**src/rtl/ixu_mc_sched.sv**
```systemverilog
// Multi-cycle integer port sequencer: dispatches to the pipelined multiplier and the
// iterative divider, and arbitrates the shared writeback port. Optional perf counters: IXU_MC_PERF_EN.
module ixu_mc_sched #(
  parameter int MUL_LAT = 3,
  parameter int PERF_W  = 32
) (
  input  logic              core_clock_i,
  input  logic              core_reset_i,
  input  logic              core_flush_i,
  input  logic              mc_vld_i,
  input  logic [17:0]       mc_data_i,
  input  logic [2:0]        mc_op_i,
  output logic              mc_busy_o,
  output logic              mul_vld_o,
  output logic [1:0]        mul_op_o,
  output logic [5:0]        mul_rs1_o,
  output logic [5:0]        mul_rs2_o,
  output logic              div_start_o,
  output logic [1:0]        div_op_o,
  output logic [5:0]        div_rs1_o,
  output logic [5:0]        div_rs2_o,
  output logic              div_kill_o,
  input  logic              div_done_i,
  output logic              div_ack_o,
  output logic              wb_vld_o,
  output logic [5:0]        wb_rob_o,
  output logic              wb_sel_o
`ifdef IXU_MC_PERF_EN
  ,
  output logic [PERF_W-1:0] perf_mul_o,
  output logic [PERF_W-1:0] perf_div_o,
  output logic [PERF_W-1:0] perf_busy_o
`endif
);

  typedef enum logic {IDLE = 1'b0, RUN = 1'b1} state_t;

  if (MUL_LAT < 1 || MUL_LAT > 8 || PERF_W < 1) begin : g_param_check
    $error("ixu_mc_sched: MUL_LAT must be 1..8 and PERF_W at least 1");
  end

  state_t     state_reg;
  state_t     state_next;
  logic       accept;
  logic       accept_mul;
  logic       accept_div;
  logic [5:0] mul_rob_reg;
  logic [5:0] div_rob_reg;
  logic       pipe_vld_reg [1:MUL_LAT];
  logic [5:0] pipe_rob_reg [1:MUL_LAT];
  logic       pipe_out_vld;
  logic [5:0] pipe_out_rob;

  // New ops are only taken while idle; anything offered during RUN is a protocol error.
  assign accept     = mc_vld_i & ~core_flush_i & (state_reg == IDLE);
  assign accept_mul = accept & ~mc_op_i[2];
  assign accept_div = accept &  mc_op_i[2];

  always_ff @(posedge core_clock_i or posedge core_reset_i) begin
    if (core_reset_i) begin
      mul_vld_o   <= 1'b0;
      mul_op_o    <= '0;
      mul_rs1_o   <= '0;
      mul_rs2_o   <= '0;
      mul_rob_reg <= '0;
      div_start_o <= 1'b0;
      div_op_o    <= '0;
      div_rs1_o   <= '0;
      div_rs2_o   <= '0;
      div_rob_reg <= '0;
      div_kill_o  <= 1'b0;
    end else begin
      mul_vld_o   <= accept_mul;
      div_start_o <= accept_div;
      div_kill_o  <= core_flush_i & (state_reg == RUN);
      if (accept_mul) begin
        mul_op_o    <= mc_op_i[1:0];
        mul_rs1_o   <= mc_data_i[11:6];
        mul_rs2_o   <= mc_data_i[17:12];
        mul_rob_reg <= mc_data_i[5:0];
      end
      if (accept_div) begin
        div_op_o    <= mc_op_i[1:0];
        div_rs1_o   <= mc_data_i[11:6];
        div_rs2_o   <= mc_data_i[17:12];
        div_rob_reg <= mc_data_i[5:0];
      end
    end
  end

  // Stage gi holds the multiply dispatched gi cycles ago; the last stage is the writeback slot.
  for (genvar gi = 1; gi <= MUL_LAT; gi++) begin : g_pipe
    logic       src_vld;
    logic [5:0] src_rob;
    if (gi == 1) begin : g_head
      assign src_vld = mul_vld_o;
      assign src_rob = mul_rob_reg;
    end else begin : g_body
      assign src_vld = pipe_vld_reg[gi-1];
      assign src_rob = pipe_rob_reg[gi-1];
    end
    always_ff @(posedge core_clock_i or posedge core_reset_i) begin
      if (core_reset_i) begin
        pipe_vld_reg[gi] <= 1'b0;
        pipe_rob_reg[gi] <= '0;
      end else begin
        pipe_vld_reg[gi] <= src_vld & ~core_flush_i;
        pipe_rob_reg[gi] <= src_rob;
      end
    end
  end

  assign pipe_out_vld = pipe_vld_reg[MUL_LAT];
  assign pipe_out_rob = pipe_rob_reg[MUL_LAT];

  always_ff @(posedge core_clock_i or posedge core_reset_i) begin
    if (core_reset_i) state_reg <= IDLE;
    else              state_reg <= state_next;
  end

  // The multiplier owns the writeback slot when occupied; the divider result waits at most MUL_LAT cycles.
  always_comb begin
    state_next = state_reg;
    wb_vld_o   = 1'b0;
    wb_sel_o   = 1'b0;
    wb_rob_o   = '0;
    div_ack_o  = 1'b0;
    case (state_reg)
      IDLE: if (accept_div) state_next = RUN;
      RUN: begin
        if (core_flush_i) begin
          state_next = IDLE;
        end else if (div_done_i && !pipe_out_vld) begin
          wb_vld_o   = 1'b1;
          wb_sel_o   = 1'b1;
          wb_rob_o   = div_rob_reg;
          div_ack_o  = 1'b1;
          state_next = IDLE;
        end
      end
      default: state_next = IDLE;
    endcase
    if (pipe_out_vld && !core_flush_i) begin
      wb_vld_o = 1'b1;
      wb_sel_o = 1'b0;
      wb_rob_o = pipe_out_rob;
    end
  end

  assign mc_busy_o = (state_reg == RUN) | (mc_vld_i & mc_op_i[2]);

  a_no_issue_in_run: assert property (@(posedge core_clock_i) disable iff (core_reset_i)
    !(mc_vld_i && state_reg == RUN))
    else $error("ixu_mc_sched: op issued while divider is running");

`ifdef IXU_MC_PERF_EN
  logic [PERF_W-1:0] perf_mul_reg;
  logic [PERF_W-1:0] perf_div_reg;
  logic [PERF_W-1:0] perf_busy_reg;

  // Saturating counters survive flush; only reset clears them.
  always_ff @(posedge core_clock_i or posedge core_reset_i) begin
    if (core_reset_i) begin
      perf_mul_reg  <= '0;
      perf_div_reg  <= '0;
      perf_busy_reg <= '0;
    end else begin
      if (accept_mul && !(&perf_mul_reg))  perf_mul_reg  <= perf_mul_reg + PERF_W'(1);
      if (accept_div && !(&perf_div_reg))  perf_div_reg  <= perf_div_reg + PERF_W'(1);
      if (mc_busy_o && !(&perf_busy_reg))  perf_busy_reg <= perf_busy_reg + PERF_W'(1);
    end
  end

  assign perf_mul_o  = perf_mul_reg;
  assign perf_div_o  = perf_div_reg;
  assign perf_busy_o = perf_busy_reg;
`endif

endmodule

```
**config.mk**
```make
export PLATFORM = sky130hd
export DESIGN_NAME = ixu_mc_sched
export DESIGN_NICKNAME = d
export VERILOG_FILES = /design/src/rtl/ixu_mc_sched.sv
export SDC_FILE = /design/constraint.sdc
export NUM_CORES = 1
export LEC_CHECK = 0
export ABC_AREA = 1
export ABC_CLOCK_PERIOD_IN_PS = 2300
export BUFFER_PORTS_ARGS = -buffer_cell sky130_fd_sc_hd__buf_2
export CORE_MARGIN = 1
export CORE_UTILIZATION = 45
export CTS_BUF_LIST = sky130_fd_sc_hd__clkbuf_4
export CTS_CLUSTER_SIZE = 25
export DETAILED_ROUTE_END_ITERATION = 8
export PLACE_DENSITY_LB_ADDON = 0.05
export SKIP_CTS_REPAIR_TIMING = 1
export SYNTH_ARGS = -nofsm -noshare
export SYNTH_HDL_FRONTEND = slang
export SYNTH_SLANG_ARGS = --single-unit
```
**constraint.sdc**
```tcl
create_clock -name core_clock_i -period 2.3 [get_ports core_clock_i]
set_clock_uncertainty 0.2 [all_clocks]
set_input_delay 0.46 -clock core_clock_i [delete_from_list [all_inputs] [get_ports core_clock_i]]
set_output_delay 0.46 -clock core_clock_i [all_outputs]
set_load 0.01 [all_outputs]
```
---- Word-level counts from Yosys, hierarchy flattened ----
Index checks and enable logic that the tools add are counted.
operators by class
  muxes and demuxes ....................... 13
  bitwise operators ....................... 13
  reduce and logical (&&, ||, !) cells .... 4
operators with widths
  kind               number
  $mux 6             4
  $and 1x1->1        9
  $mux 1             8
  $not 1->1          3
  $logic_and 1x1->1  2
  $logic_not 1->1    2
  $pmux 1 s2         1
  $or 1x1->1         1
word-level totals
  bits in registers ....................... 65
  bits of input ports ..................... 26
  output and inout bits ................... 41
  word-level logic and storage cells ...... 48

---- Logic depth before layout (Yosys ltp) ----
Gate-level depths: netlist (run 1).
  depth in word-level cells ............... 6
  depth in mapped cells ................... 6

---- Least setup slack after synthesis (run 1) ----
OpenSTA, ideal clock, no wires.
  path type ............................... input-to-output
  start point ............................. input port core_flush_i
  end point ............................... output port wb_rob_o[0]
  data arrival time ....................... 1.080 ns
  data required time ...................... 1.640 ns
  path slack .............................. 0.560 ns
  cell stages on the path ................. 6
  buffers on the path ..................... 1
  cells stage by stage .................... buf_6 > inv_1 > nand2_2 > nor2_4 > nand2_1 > nand2_1
between the ends
  longest elaborated chain between the ends .. 3
ends and longest elaborated chain
  element                                      line      source
  start: declaration                           9         input logic core_flush_i,
  $mux 6 or $logic_not 1->1 (tied branches)    131, 143
  $mux 6 or $logic_and 1x1->1 (tied branches)  128, 143
  $mux 6 (*)                                   143       if (pipe_out_vld && !core_flush_i) begin
  end: declaration                             26        output logic [5:0] wb_rob_o,
Mark *: on every way between the ends. The rest lies on a longest branch, timed or not.

---- Worst setup path in the final report (run 1) ----
  start point ............................. register pipe_vld_reg, in the netlist pipe_out_vld
  end point ............................... output port wb_rob_o[1]
between the ends
  longest elaborated chain between the ends .. 6
ends and longest elaborated chain
  element                           line  source
  start: declaration                49    logic pipe_vld_reg [1:MUL_LAT];
  start signal: indexed assignment  107   pipe_vld_reg[gi] <= src_vld & ~core_flush_i;
  $logic_not 1->1                   133   end else if (div_done_i && !pipe_out_vld) begin
  $logic_and 1x1->1                 133
  $mux 6                            133
  $mux 6                            131   if (core_flush_i) begin
  $mux 6                            128   case (state_reg)
  $mux 6 (*)                        143
Marked as above.

==> out/summary.txt, run 1 <==
Met2 routed WL -> 2.45 mm
Slew HR -> 0.665
Main synth FF type -> dfrtp_1
Vias post-DR -> 1,936
Area growth syn-to-layout -> 24.0%
Crit. End Element -> output port
Max Clk Rate -> 0.471 GHz
Die span in x -> 76.5 um
Status -> finished clean
Top cell type's share of synthesized area -> 0.652
Most common cell on crit path -> nand2_1
Grt ovf -> 0
IO Pins -> 67
R2r startpoint -> state_reg$_DFF_PP0_
DRC -> 0
Vias in the first global route -> 1,831
Net Sw Frac -> 0.261
Post-synth top area cell -> dfrtp_1
Post-synthesis cell count -> 249
Starting DRT DRC Count -> 62
Clk pwr share -> 0.343
Sequential element share of the synthesized area -> 0.652
Slack of the worst reg-to-reg path -> 710 ps
Most instantiated library cell after synthesis -> nand2_1
DR top layer -> met4
Async S/R FF share, synth -> 1.00
Hold wc startpoint -> mc_data_i[12]
Hold Path Sink -> div_rs2_o[0]$_DFFE_PP0P_
Num CTS Buffers -> 9
Synth warnings -> 0
Initial Util -> 0.477
Core area -> 0.00524 sq mm
TritonCTS clock tree -> yes
Initial antenna violation count -> 0
Pwr dens -> 897 mW/mm^2
Register bit total from synthesis -> 65
Lkg Pwr -> 1.74 nW
PortBufs -> 66
Synth Net Count -> 275
Seq pwr share -> 0.512
Met3 WL -> 270 um
Max Cap Violations -> 0
HPWL Detailed -> 3.37 mm
Tcrit/Tclk final -> 0.923
Clk sinks -> 65
Commonest cells in the netlist -> nand2_1 (101), dfrtp_1 (65), nand4_1 (40)
Clock buffer depth -> 2
M1 wire length -> 2.43 mm
Combinational power share -> 0.144
GRT Total Usage -> 0.201
Startpoint types -> flop
Worst hold path class -> input pin to flop
Critical-path top delay cell -> dfrtp_1
WL/cell -> 13.3 um
Final setup fails -> 0
DIE AREA -> 0.00585 sq mm
Ant diodes -> 0
Clk_lat worst skew -> 390 ps
CP Data Arrival Time -> 1460 ps
Post-layout util -> 0.591
Post-route ant nets -> 0
Hold Vio Cnt, Final -> 0
First-pass GRT wire length -> 9.03 mm
Total wire length -> 5.24 mm
DR pass1 iterations -> 4
Root Driver -> clkbuf_4
Hold Path Stages -> 3
Post-synthesis average cell area -> 10.0 sq um
Number of flip-flops in the largest register -> 18
Largest net degree at the start of global routing -> 47
H-tree depth -> 3
Synth area leaders -> dfrtp_1 (65%), nand2_1 (15%), nand4_1 (10%)
Min Tclk post-route -> 2120 ps
Vias per cell -> 4.91
Worst-margin pin slew -> 503 ps
Num rows -> 26
Count of different cell masters after synthesis -> 18
Post-synth EDFFs -> 0
Post-Synthesis Cell Area -> 0.00250 sq mm
Maximum vdd ir drop -> 0.490 mV
Max Slew Vio Count -> 0
CP Data Required Time -> 1640 ps
Die H -> 76.5 um
FF-to-FF path depth -> 4
P_sw -> 0.724 mW
Worst hold slack -> 116 ps
GP Congestion -> 0.729
Critical Path Fanout Max -> 7
Post-route setup TNS -> 0 ps
Crit-path max cell delay -> 390 ps
RSZ-0062 raised after global routing -> false
Fraction of layout cells with a size suffix above 1 -> 0.306
Final #Nets -> 345
Clk pin slew, worst setup/hold paths -> 110 ps
Int Pwr -> 2.05 mW
Worst setup path class -> flop to output port
Worst-path cell chain -> inv_1 -> nand2_1 -> nor2_4 -> nand2_1 -> nand2_1 -> buf_2
Reg2Reg Capture Point -> g_pipe[1].src_rob[0]$_DFFE_PP0P_
## power by group through the flow
stage	sequential, mW	clock (mW)	combinational, mW
2_1_floorplan	1.48	0	0.186
3_3_place_gp	1.44	0	0.399
3_5_place_dp	1.44	0	0.407
4_1_cts	1.42	0.978	0.406
5_1_grt	1.45	1.02	0.457
6_report	1.42	0.953	0.401
## stage by stage
stage	setup WS, ps	instances	power, mW	cell area (sq um)
6_report	177	394	2.78	3100
2_1_floorplan	13.5	249	1.66	2500
4_1_cts	118	393	2.81	3080
3_5_place_dp	353	377	1.85	2900
3_3_place_gp	402	377	1.84	2900
5_1_grt	21.7	394	2.93	3100
## placed cells by master (no fill, tap or decap)
master / instances
buf_2: 66
nand3_2: 2
nor2_4: 1
nand3_1: 1
clkinv_1: 1
a21o_1: 1
a21oi_1: 1
nand2_2: 1
inv_2: 2
bufinv_16: 3
o22ai_1: 1
nand2_1: 101
dfrtp_1: 64
nor2_8: 1
dfrtp_2: 1
buf_4: 9
clkinv_2: 1
clkbuf_4: 10
nand4_1: 40
nor2_1: 5
buf_12: 1
inv_1: 9
clkinvlp_4: 1
dlygate4sd3_1: 1
## critical path, delay by kind of cell (launching register included)
family / cells / cell delay, ps
simple gates: 4 / 470
flops: 1 / 390
buf+inv: 2 / 210
## cell families (layout without fill, tap and decap cells)
group | after synthesis | in the layout | share of synthesized area
compound gates | 3 | 3 | 0.00752
flops | 65 | 65 | 0.652
simple gates | 152 | 152 | 0.285
buf+inv | 29 | 104 | 0.0561
## cell type report
cell class | count | area [sq um]
timing repair buffer | 77 | 428
fill | 489 | 2140
clock inverter | 6 | 106
sequential | 65 | 1630
tap | 70 | 87.6
multi-input combinational | 155 | 729
inverter | 11 | 41.3
clock buffer | 10 | 75.1
## worst max path at each step
stage                                       to  depth (start not counted)  slack, ps                    from
final                              wb_rob_o[1]                          6        180  pipe_out_vld$_DFF_PP0_
after global routing               wb_rob_o[2]                          6         20  pipe_out_vld$_DFF_PP0_
after CTS                          wb_rob_o[2]                          5        120     state_reg$_DFF_PP0_
after detailed placement           wb_rob_o[1]                          5        350            core_flush_i
after global placement             wb_rob_o[5]                          5        400            core_flush_i
after floorplan           div_kill_o$_DFF_PP0_                          1         10            core_reset_i
## routing by layer
metal  global-route usage  up-vias
met5                    0        -
li1                     -      961
met4                0.104        0
met1                0.269      912
met2                0.305       53
met3               0.0479       10
Note: power is estimated with default switching activity, not from simulation.
==> run 2: changes to the inputs <==
Settings changed: PLACE_DENSITY set to 0.75, PLACE_DENSITY_LB_ADDON 0.05 to unset.
==> out/summary.txt, run 2 (synthesis results as in run 1) <==
Most common cell after layout, fill and taps aside -> nand2_1
HPWL Detailed -> 3.57 mm (+5.9%)
Number of flip-flops in the largest register -> 18 (unchanged)
Vias in the first global route -> 1,888 (+3.1%)
Startpoint types -> flop
Crit. End Element -> output port
GP Congestion -> 0.709 (-2.8%)
DR pass1 iterations -> 4 (unchanged)
Worst hold path class -> input pin to flop
Grt ovf -> 0 (unchanged)
Max Clk Rate -> 0.468 GHz (-0.53%)
Clock buffer depth -> 2 (unchanged)
Total wire length -> 5.23 mm (-0.11%)
Post-route setup TNS -> 0 ps (unchanged)
DIE AREA -> 0.00585 sq mm (unchanged)
RSZ-0062 raised after global routing -> true
Worst hold slack -> 98.7 ps (-17.5 ps)
Most frequent cells in the layout -> nand2_1 (101), buf_2 (66), dfrtp_1 (64)
IO Pins -> 67 (unchanged)
Num rows -> 26 (unchanged)
TritonCTS clock tree -> yes
First-pass GRT wire length -> 9.37 mm (+3.7%)
Ant diodes -> 0 (unchanged)
Final #Nets -> 342 (-0.87%)
Clk sinks -> 65 (unchanged)
Worst setup path class -> flop to output port
Max Cap Violations -> 0 (unchanged)
CP Data Arrival Time -> 1470 ps (about the same)
Tcrit/Tclk final -> 0.928 (+0.00491)
Vias post-DR -> 1,929 (-0.36%)
Hold Vio Cnt, Final -> 0 (unchanged)
Vias per cell -> 4.93 (+0.40%)
Status -> finished clean
Largest net degree at the start of global routing -> 53 (+13%)
Post-route ant nets -> 0 (unchanged)
Total Power -> 2.49 mW (-10%)
Max Slew Vio Count -> 0 (unchanged)
Maximum vdd ir drop -> 0.351 mV (-28%)
Worst-margin pin slew -> 432 ps (-71.0 ps)
Die span in x -> 76.5 um (unchanged)
Fraction of layout cells with a size suffix above 1 -> 0.302 (-0.00337)
GRT Total Usage -> 0.210 (+0.00852)
Final setup fails -> 0 (unchanged)
Initial antenna violation count -> 0 (unchanged)
Min Tclk post-route -> 2130 ps (+11.3 ps)
Critical Path Fanout Max -> 7 (unchanged)
Lkg Pwr -> 1.70 nW (-2.7%)
Num CTS Buffers -> 9 (unchanged)
Pwr dens -> 828 mW/mm^2 (-7.7%)
CP Data Required Time -> 1640 ps (about the same)
Starting DRT DRC Count -> 155 (+150%)
Clk_lat worst skew -> 410 ps (+20 ps)
DRC -> 0 (unchanged)
Root Driver -> clkbuf_4
Final setup margin -> 165 ps (-11.3 ps)
H-tree depth -> 3 (unchanged)
Fillers -> 475 (-2.9%)
Slew HR -> 0.712 (+0.0474)
Core area -> 0.00524 sq mm (unchanged)
Clk pin slew, worst setup/hold paths -> 110 ps (about the same)
Initial Util -> 0.477 (unchanged)
Die H -> 76.5 um (unchanged)
Area growth syn-to-layout -> 20.8%
WL/cell -> 13.4 um (+0.65%)
PortBufs -> 66 (unchanged)
DP Worst Slack -> 367 ps (+14.6 ps)
run 2: cell count changes in the layout (fill, tap and decap cells not counted), sizes merged:
cell,before,now
buf,76,73
clkinv,2,3
clkinvlp,1,2
bufinv,3,0
clkbuf,10,9
inv,11,13
run 2: cell type report:
| type | count | area [sq um] | area share |
|---|---|---|---|
| Clock buffer | 9 | 67.6 | 0.0224 |
| Clock inverter | 7 | 55.1 | 0.0183 |
| Inverter | 11 | 41.3 | 0.0137 |
| Multi-Input combinational cell | 155 | 729 | 0.242 |
| Sequential cell | 65 | 1630 | 0.540 |
| Tap cell | 70 | 87.6 | 0.0291 |
| Timing Repair Buffer | 74 | 405 | 0.134 |
run 2: worst paths after layout:
path	end	cells after the start	start	slack, ps
setup / recovery	wb_rob_o[4]	6	pipe_out_vld$_DFF_PP0_	170
hold / removal	mul_rs1_o[3]$_DFFE_PP0P_	3	mc_data_i[9]	100
setup reg to reg	mul_rs1_o[2]$_DFFE_PP0P_	4	state_reg$_DFF_PP0_	780
hold reg to reg	pipe_out_rob[3]$_DFF_PP0_	0	g_pipe[3].src_rob[3]$_DFF_PP0_	160
max in group asynchronous	state_reg$_DFF_PP0_	4	core_reset_i	990
min in group asynchronous	mul_rs2_o[5]$_DFFE_PP0P_	3	core_reset_i	340
run 2: where the power goes:
group / switching [mW] / internal [mW]
registers: 0.0920 / 1.33
clock network: 0.437 / 0.230
logic: 0.245 / 0.156
run 2: worst max-delay path, stage by stage (launching register included):
cell     delay [ps]
dfrtp_1         390
inv_1            90
nand2_1         140
nor2_4          180
nand2_1          80
nand2_1          70
buf_2           120
run 2: routing by layer:
metal,vias to the layer above,routed length (um),share of wire,GRT usage
met4,0,102,0.019,0.0942
met2,78,2360,0.45,0.308
met1,882,2420,0.46,0.290
met5,-,0,0,0
li1,957,-,-,-
met3,12,358,0.068,0.0575
run 2: per-stage QoR:
| stage | cells | cell area [sq um] | util |
|---|---|---|---|
| floorplan | 249 | 2500 | - |
| global placement | 374 | 2880 | 0.550 |
| detailed placement | 374 | 2880 | 0.550 |
| CTS | 390 | 3000 | 0.573 |
| global route | 391 | 3010 | 0.575 |
| finish | 391 | 3010 | 0.575 |
